$ cat config.mk
export PLATFORM = sky130hd
export DESIGN_NAME = proc_control
export DESIGN_NICKNAME = d
export VERILOG_FILES = /design/src/rtl/proc_control.sv
export SDC_FILE = /design/constraint.sdc
export NUM_CORES = 1
export LEC_CHECK = 0
export CAP_MARGIN = 25
export CORE_ASPECT_RATIO = 1.4
export CORE_UTILIZATION = 36
export CTS_CLUSTER_SIZE = 20
export DETAILED_ROUTE_END_ITERATION = 16
export GPL_TIMING_DRIVEN = 0
export PLACE_DENSITY_LB_ADDON = 0.12
export SETUP_SLACK_MARGIN = 0.3
export SKIP_LAST_GASP = 1
export SLEW_MARGIN = 20
export SYNTH_ARGS = -nofsm -noshare
export SYNTH_HDL_FRONTEND = slang
export SYNTH_SLANG_ARGS = --single-unit
$ cat constraint.sdc
create_clock -name Clock -period 2 [get_ports Clock]
set_clock_uncertainty 0.2 [all_clocks]
set_input_delay 0.5 -clock Clock [delete_from_list [all_inputs] [get_ports Clock]]
set_output_delay 0.5 -clock Clock [all_outputs]
set_load 0.02 [all_outputs]
$ cat src/rtl/proc_control.sv
// proc_control: multicycle control unit for a small bus-based processor.
// A four-step sequencer (T0..T3) fetches a 9-bit instruction word from DIN
// and drives the register-file, ALU and bus-mux strobes for mv, mvi, add,
// sub and the reserved NOP opcodes.
module proc_control #(
   parameter int DATA_W = 16
) (
   input  logic              Clock,
   input  logic              Reset,
   input  logic              Run,
   input  logic [DATA_W-1:0] DIN,
   output logic [7:0]        RinEn,
   output logic [7:0]        selectR,
   output logic              selectG,
   output logic              selectDin,
   output logic              Ain,
   output logic              Gin,
   output logic              AddSub,
   output logic              IRin,
   output logic              Done
);

   // Sequencer steps. T0 doubles as the idle/fetch step.
   typedef enum logic [1:0] {
      T0 = 2'd0,
      T1 = 2'd1,
      T2 = 2'd2,
      T3 = 2'd3
   } stateType;

   // Every control strobe gathered in one word so the whole set can be
   // defaulted and suppressed as a unit.
   typedef struct packed {
      logic [7:0] rinEn;
      logic [7:0] selectR;
      logic       selectG;
      logic       selectDin;
      logic       ain;
      logic       gin;
      logic       addSub;
      logic       irIn;
      logic       done;
   } ctrlType;

   // Opcode field values (IR[8:6]); 100..111 are reserved and act as NOPs.
   localparam logic [2:0] OP_MV  = 3'b000;
   localparam logic [2:0] OP_MVI = 3'b001;
   localparam logic [2:0] OP_ADD = 3'b010;
   localparam logic [2:0] OP_SUB = 3'b011;

   stateType state;
   stateType nextState;
   logic [8:0] ir;
   logic [2:0] opcode;
   logic [2:0] rx;
   logic [2:0] ry;
   ctrlType    ctrl;

   // Only the low nine bits of DIN carry the instruction; the rest of the
   // word is meaningful to the datapath (mvi immediates) but not to control.
   logic unusedDinBits;
   assign unusedDinBits = ^DIN;

   assign opcode = ir[8:6];
   assign rx     = ir[5:3];
   assign ry     = ir[2:0];

   // One-hot write enable for a register index.
   function automatic logic [7:0] regOneHot(input logic [2:0] idx);
      return 8'd1 << idx;
   endfunction

   // Binary bus-mux select for a register index, upper bits kept clear.
   function automatic logic [7:0] regSelect(input logic [2:0] idx);
      return {5'd0, idx};
   endfunction

   // State and instruction register; synchronous reset aborts any step.
   always_ff @(posedge Clock) begin
      // NOTE: non-blocking assignments keep every register updated from
      // the values present before the edge, independent of statement order.
      if (Reset) begin
         state <= T0;
         ir    <= 9'd0;
      end else begin
         state <= nextState;
         if (state == T0 && Run) begin
            ir <= DIN[8:0];
         end
      end
   end

   // Next-state and control decode from the current step and latched IR.
   always_comb begin
      // NOTE: every output of this block gets a default before the case so
      // no path leaves a signal unassigned and no latch is inferred.
      nextState = T0;
      ctrl      = '0;

      case (state)
         T0: begin
            if (Run) begin
               ctrl.irIn = 1'b1;
               nextState = T1;
            end
         end

         T1: begin
            case (opcode)
               OP_MV: begin
                  ctrl.selectR = regSelect(ry);
                  ctrl.rinEn   = regOneHot(rx);
                  ctrl.done    = 1'b1;
               end
               OP_MVI: begin
                  // The immediate is whatever DIN carries during this step.
                  ctrl.selectDin = 1'b1;
                  ctrl.rinEn     = regOneHot(rx);
                  ctrl.done      = 1'b1;
               end
               OP_ADD, OP_SUB: begin
                  ctrl.selectR = regSelect(rx);
                  ctrl.ain     = 1'b1;
                  nextState    = T2;
               end
               default: begin
                  // Reserved opcodes retire immediately without side effects.
                  ctrl.done = 1'b1;
               end
            endcase
         end

         T2: begin
            // Only add/sub reach T2; opcode bit 0 distinguishes sub.
            ctrl.selectR = regSelect(ry);
            ctrl.gin     = 1'b1;
            ctrl.addSub  = (opcode == OP_SUB);
            nextState    = T3;
         end

         T3: begin
            ctrl.selectG = 1'b1;
            ctrl.rinEn   = regOneHot(rx);
            ctrl.done    = 1'b1;
         end

         default: begin
            nextState = T0;
         end
      endcase
   end

   // Drive the ports; a cycle with Reset high is being aborted, so nothing
   // it would have done (including Done of a dying instruction) is shown.
   always_comb begin
      if (Reset) begin
         {RinEn, selectR, selectG, selectDin, Ain, Gin, AddSub, IRin, Done} = '0;
      end else begin
         RinEn     = ctrl.rinEn;
         selectR   = ctrl.selectR;
         selectG   = ctrl.selectG;
         selectDin = ctrl.selectDin;
         Ain       = ctrl.ain;
         Gin       = ctrl.gin;
         AddSub    = ctrl.addSub;
         IRin      = ctrl.irIn;
         Done      = ctrl.done;
      end
   end

endmodule

Yosys cells after proc, flatten, opt, wreduce, memory -nomap -nowiden
Index checks and enable logic that the tools add are counted.

Bits in registers: 11. Latch bits: 0. Bits in writable memories: 0. ROM bits: 0. Input bits: 19. Output and inout port bits: 23. Word-level logic and storage cells: 39. Memories kept: 0.

$add $sub $neg: 0. Multipliers: 0. Div/mod/pow operators: 0. Magnitude comparators: 0. Eq/ne operators: 6. Shift-type cells: 1. Mux-type cells: 25. Bitwise operators: 0. Reductions and logical operators: 5.

Operators with widths (count): 8-bit case mux with 2 select lines (2); 8-bit 2-to-1 mux (3); 1-bit 2-to-1 mux (14); 1-bit by 3-bit << shifter with 8-bit output, first input constant (1); 3-bit by 2-bit == test with 1-bit output, second input constant (2); 2-bit 2-to-1 mux (3); 2-bit case mux with 3 select lines (1); 3-bit case mux with 2 select lines (1); 2-bit == test, second input constant (2); 2-bit OR reduction (2); 3-bit by 1-bit == test with 1-bit output, second input constant (1); 3-bit zero test (1); 2-bit by 1-bit == test with 1-bit output, second input constant (1); 2-bit zero test (1); 1-bit case mux with 2 select lines (1); 1-bit logical AND (1).

Logic depth before layout (Yosys ltp)
Depth after elaboration: 5. Mapped depth: 6. Mapped depth without buffers: 5.

Worst setup path after synthesis
Ideal clock, no wire load.

Path kind: register -> output. From: register state[1]. To: output port RinEn[0]. Arrival time: 1.318 ns. Data required time: 1.300 ns. Path slack: -0.018 ns. Stages on the path, launching flop included: 6. Buffers on the path: 0. Cell sequence: dfxtp_1 > inv_1 > ha_1 > nor3b_2 > o21bai_1 > nor4_2.

Word-level cells in the longest chain between the ends: 3. Elaborated cells between the ends (all ways): 4. Classes of those cells: eq/ne: 2; mux: 2.

RTL lines: start: declaration (RTL line 51) `stateType state;`; start signal: assignment (RTL line 86) `state <= nextState;`; 2-bit == test or 2-bit by 1-bit == test with 1-bit output (tied branches) (RTL line 100) `case (state)`; 8-bit case mux with 2 select lines (*) (RTL line 100); 8-bit 2-to-1 mux (*) (RTL line 156) `if (Reset) begin`; end: declaration (RTL line 12) `output logic [7:0] RinEn,`.

Every way passes the cells marked *; elsewhere a longest branch is shown, timed or not.

Final worst setup path
From: register state[1]. To: output port RinEn[2].

The elaborated chain is that of the path after synthesis.

==> reports/metrics.yaml <==
floorplanning:
  chipWidth_um: 39.4
  die-area_um2: 2140
  die_h_um: 54.4
  rows: 18
  initial_core_util: 0.392
  io_pins: 42
  core_area_um2: 1800
drt:
  vias: 843
  via_per_inst: 4.93
  routedWlPerCell_um: 15.0
  drc: 0
  firstDrtPassIters: 4
  detail_route.iter0.violations: 12
  drt-total-wl_um: 2560
  drtAntennaViolNets: 0
timing:
  fin_crit_sh: 1.19
  max_freq_mhz: 420
  layout_setup_ws_ps: -382
  slew_violations: 0
  hold_violations: 0
  rsz0062_at_grt: "true"
  final.setup.tns_ps: -3820
  setup_violations: 17
  whs_ps: 274
  timing.final.crit_period_ps: 2380
worst_setup_path:
  cp.arrival_ps: 1680
  cp-start-kind: "register"
  critPathMaxFanout: 4
  end_kind: "output pin"
  worstReg2RegEnd: "state[0]$_SDFF_PP0_"
  reg2reg_setup_slack_ps: 320
  crit_path_cell_trace: "inv_2, ha_4, nor3b_4, buf_6, o21ai_4, buf_12, nor4_4, buf_4"
  cp_top_family: "buffers and inverters"
  regToRegStartpoint: "state[1]$_SDFF_PP0_"
  crit_type: "reg -> out"
  slowest_stage: "dfxtp_2"
  cpPeakStageDelay_ps: 330
  crit_buf_inv: 4
  cp.required_ps: 1300
  reg2reg_depth: 8
place:
  dp.final_hpwl_um: 1400
  port_buffers: 29
  place_ws_ps: -948
  dp.cells: 149
  gp_congestion: 0.752
finish:
  n_antenna_cell: 0
  fin_cells: 171
  final_nets: 175
  post-route-util: 0.825
  drive_gt1_frac: 0.576
  final_common_cell: "nand2_1"
  syn2layout_area_growth_pct: 111
  final_cell_mix: "nand2_1, buf_4, buf_6, a21oi_1, clkdlybuf4s50_1"
worst_hold_path:
  holdCritPathClass: "reg -> reg"
  hold_path_depth: 2
  holdPathEnd: "ir[0]$_SDFFE_PP0P_"
  hold_start: "ir[0]$_SDFFE_PP0P_"
power_and_ir_drop:
  p_per_area_nw_per_um2: 409
  vdd_drop_max_mv: 0.445
  power.leakage_nw: 0.590
global_route:
  grt_overflow: 0
  grt_pass1_wl_um: 3390
  grt_pass1_vias: 794
  grt_max_degree: 11
  grt_usage: 0.239
  antenna_found_initial: 0
logic_synthesis:
  syn_avg_cell_area_um2: 7.35
  ys_seq_area_frac: 0.312
  post-synth-top-area-fraction: 0.312
  synth_area_um2: 706
  synth_cells: 96
  netlist_top_cells_area: "dfxtp_1, nand2_1, a21oi_1"
  synth-seq-cells: 11
  yosysWarnings: 0
  synth.largest_area_cell: "dfxtp_1"
  yosysUniqueCellTypes: 24
outcome:
  violations: "negative setup slack"
  status: "finished, violations left"
clock_tree:
  tritoncts: "done"
  cts_max_level: 1
  cts_buffers: 3
  clk_latency_ps: 280
  cts.sinks: 11
  ctsRootBufferMaster: "clkbuf_4"
  clkTransAtPathRegs_ps: 70
  cts_buffer_depth: 2
run:
  drv_cap: 0
## timing repair
action	CTS	global route
cloned	0	0
resized for setup	123	19
hold buffers	0	0
pin swaps	11	3
buffers inserted	13	5
setup endpoints to repair	18	18
## power breakdown
part	internal (W)	switching (W)	leakage (nW)	total [W]
sequential	0.000233	0.0000222	0.0926	0.000255
combinational	0.0000992	0.0000923	0.482	0.000191
clock	0.0000776	0.0000833	0.0150	0.000161
total	0.000410	0.000198	0.590	0.000608
## through the flow
step                      cell area, um2  total power [W]
final                               1490         0.000608
after global placement              1160         0.000389
after floorplan                      845         0.000343
after CTS                           1380         0.000585
after global routing                1490         0.000634
after detailed placement            1160         0.000392
## flip-flops by register name, indices dropped and copies added (netlist names)
name   count
state      2
ir         9
## per-layer routing
metal / track usage / up-vias / wire, um
met2: 0.459 / 31 / 1490
met1: 0.214 / 387 / 888
met3: 0.0407 / 9 / 98
met5: 0 / - / 0
met4: 0.161 / 0 / 85
li1: - / 416 / -
## logic make-up after synthesis
logic type      count (synthesis)  synth area share
compound gates                 20             0.149
other cells                     1           0.00531
buf+inv                        10            0.0833
simple gates                   50             0.379
fa+ha+maj                       4            0.0709
flops                          11             0.312
## worst reg2reg max path: cells and delay by family, from the launching register on
family | cells | cell delay, ps
AOI/OAI and AO/OA | 1 | 200
adders and majority gates | 1 | 160
buffers and inverters | 4 | 480
DFF | 1 | 340
and+or+nand+nor | 2 | 190
## synth_stat cells
| master | number |
|---|---|
| nand3b_1 | 1 |
| o21bai_1 | 1 |
| buf_4 | 5 |
| nor4b_2 | 1 |
| nand2b_1 | 3 |
| inv_1 | 2 |
| nor2_1 | 10 |
| ha_1 | 4 |
| nor3b_2 | 1 |
| and2_1 | 1 |
| a21boi_0 | 1 |
| nor4bb_1 | 1 |
| clkbuf_1 | 1 |
| conb_1 | 1 |
| nor4_2 | 2 |
| nand2_1 | 24 |
| o21ai_1 | 1 |
| a21oi_1 | 14 |
| nor2b_1 | 3 |
| buf_2 | 2 |
| o21ai_0 | 3 |
| dfxtp_1 | 11 |
| and3b_1 | 2 |
| or3b_1 | 1 |
## how the worst max path moves through the flow
stage | start | to | slack [ps] | cells past startpoint
global placement | Reset | RinEn[4] | -950 | 6
floorplan | state[1]$_SDFF_PP0_ | RinEn[0] | 50 | 5
detailed placement | Reset | RinEn[4] | -950 | 6
CTS | state[1]$_SDFF_PP0_ | RinEn[2] | -330 | 8
finish | state[1]$_SDFF_PP0_ | RinEn[2] | -380 | 8
global route | state[1]$_SDFF_PP0_ | RinEn[2] | -450 | 8
## final cells by class
cell class                      instances  area, um2
Tap cell                               20       25.0
Sequential cell                        11        229
Inverter                                2       7.51
Clock buffer                            4       26.3
Buffer                                  8       67.6
Timing Repair Buffer                   47        454
Multi-Input combinational cell         79        677
Fill cell                             120        315
Note: power is estimated with default switching activity, not from simulation.
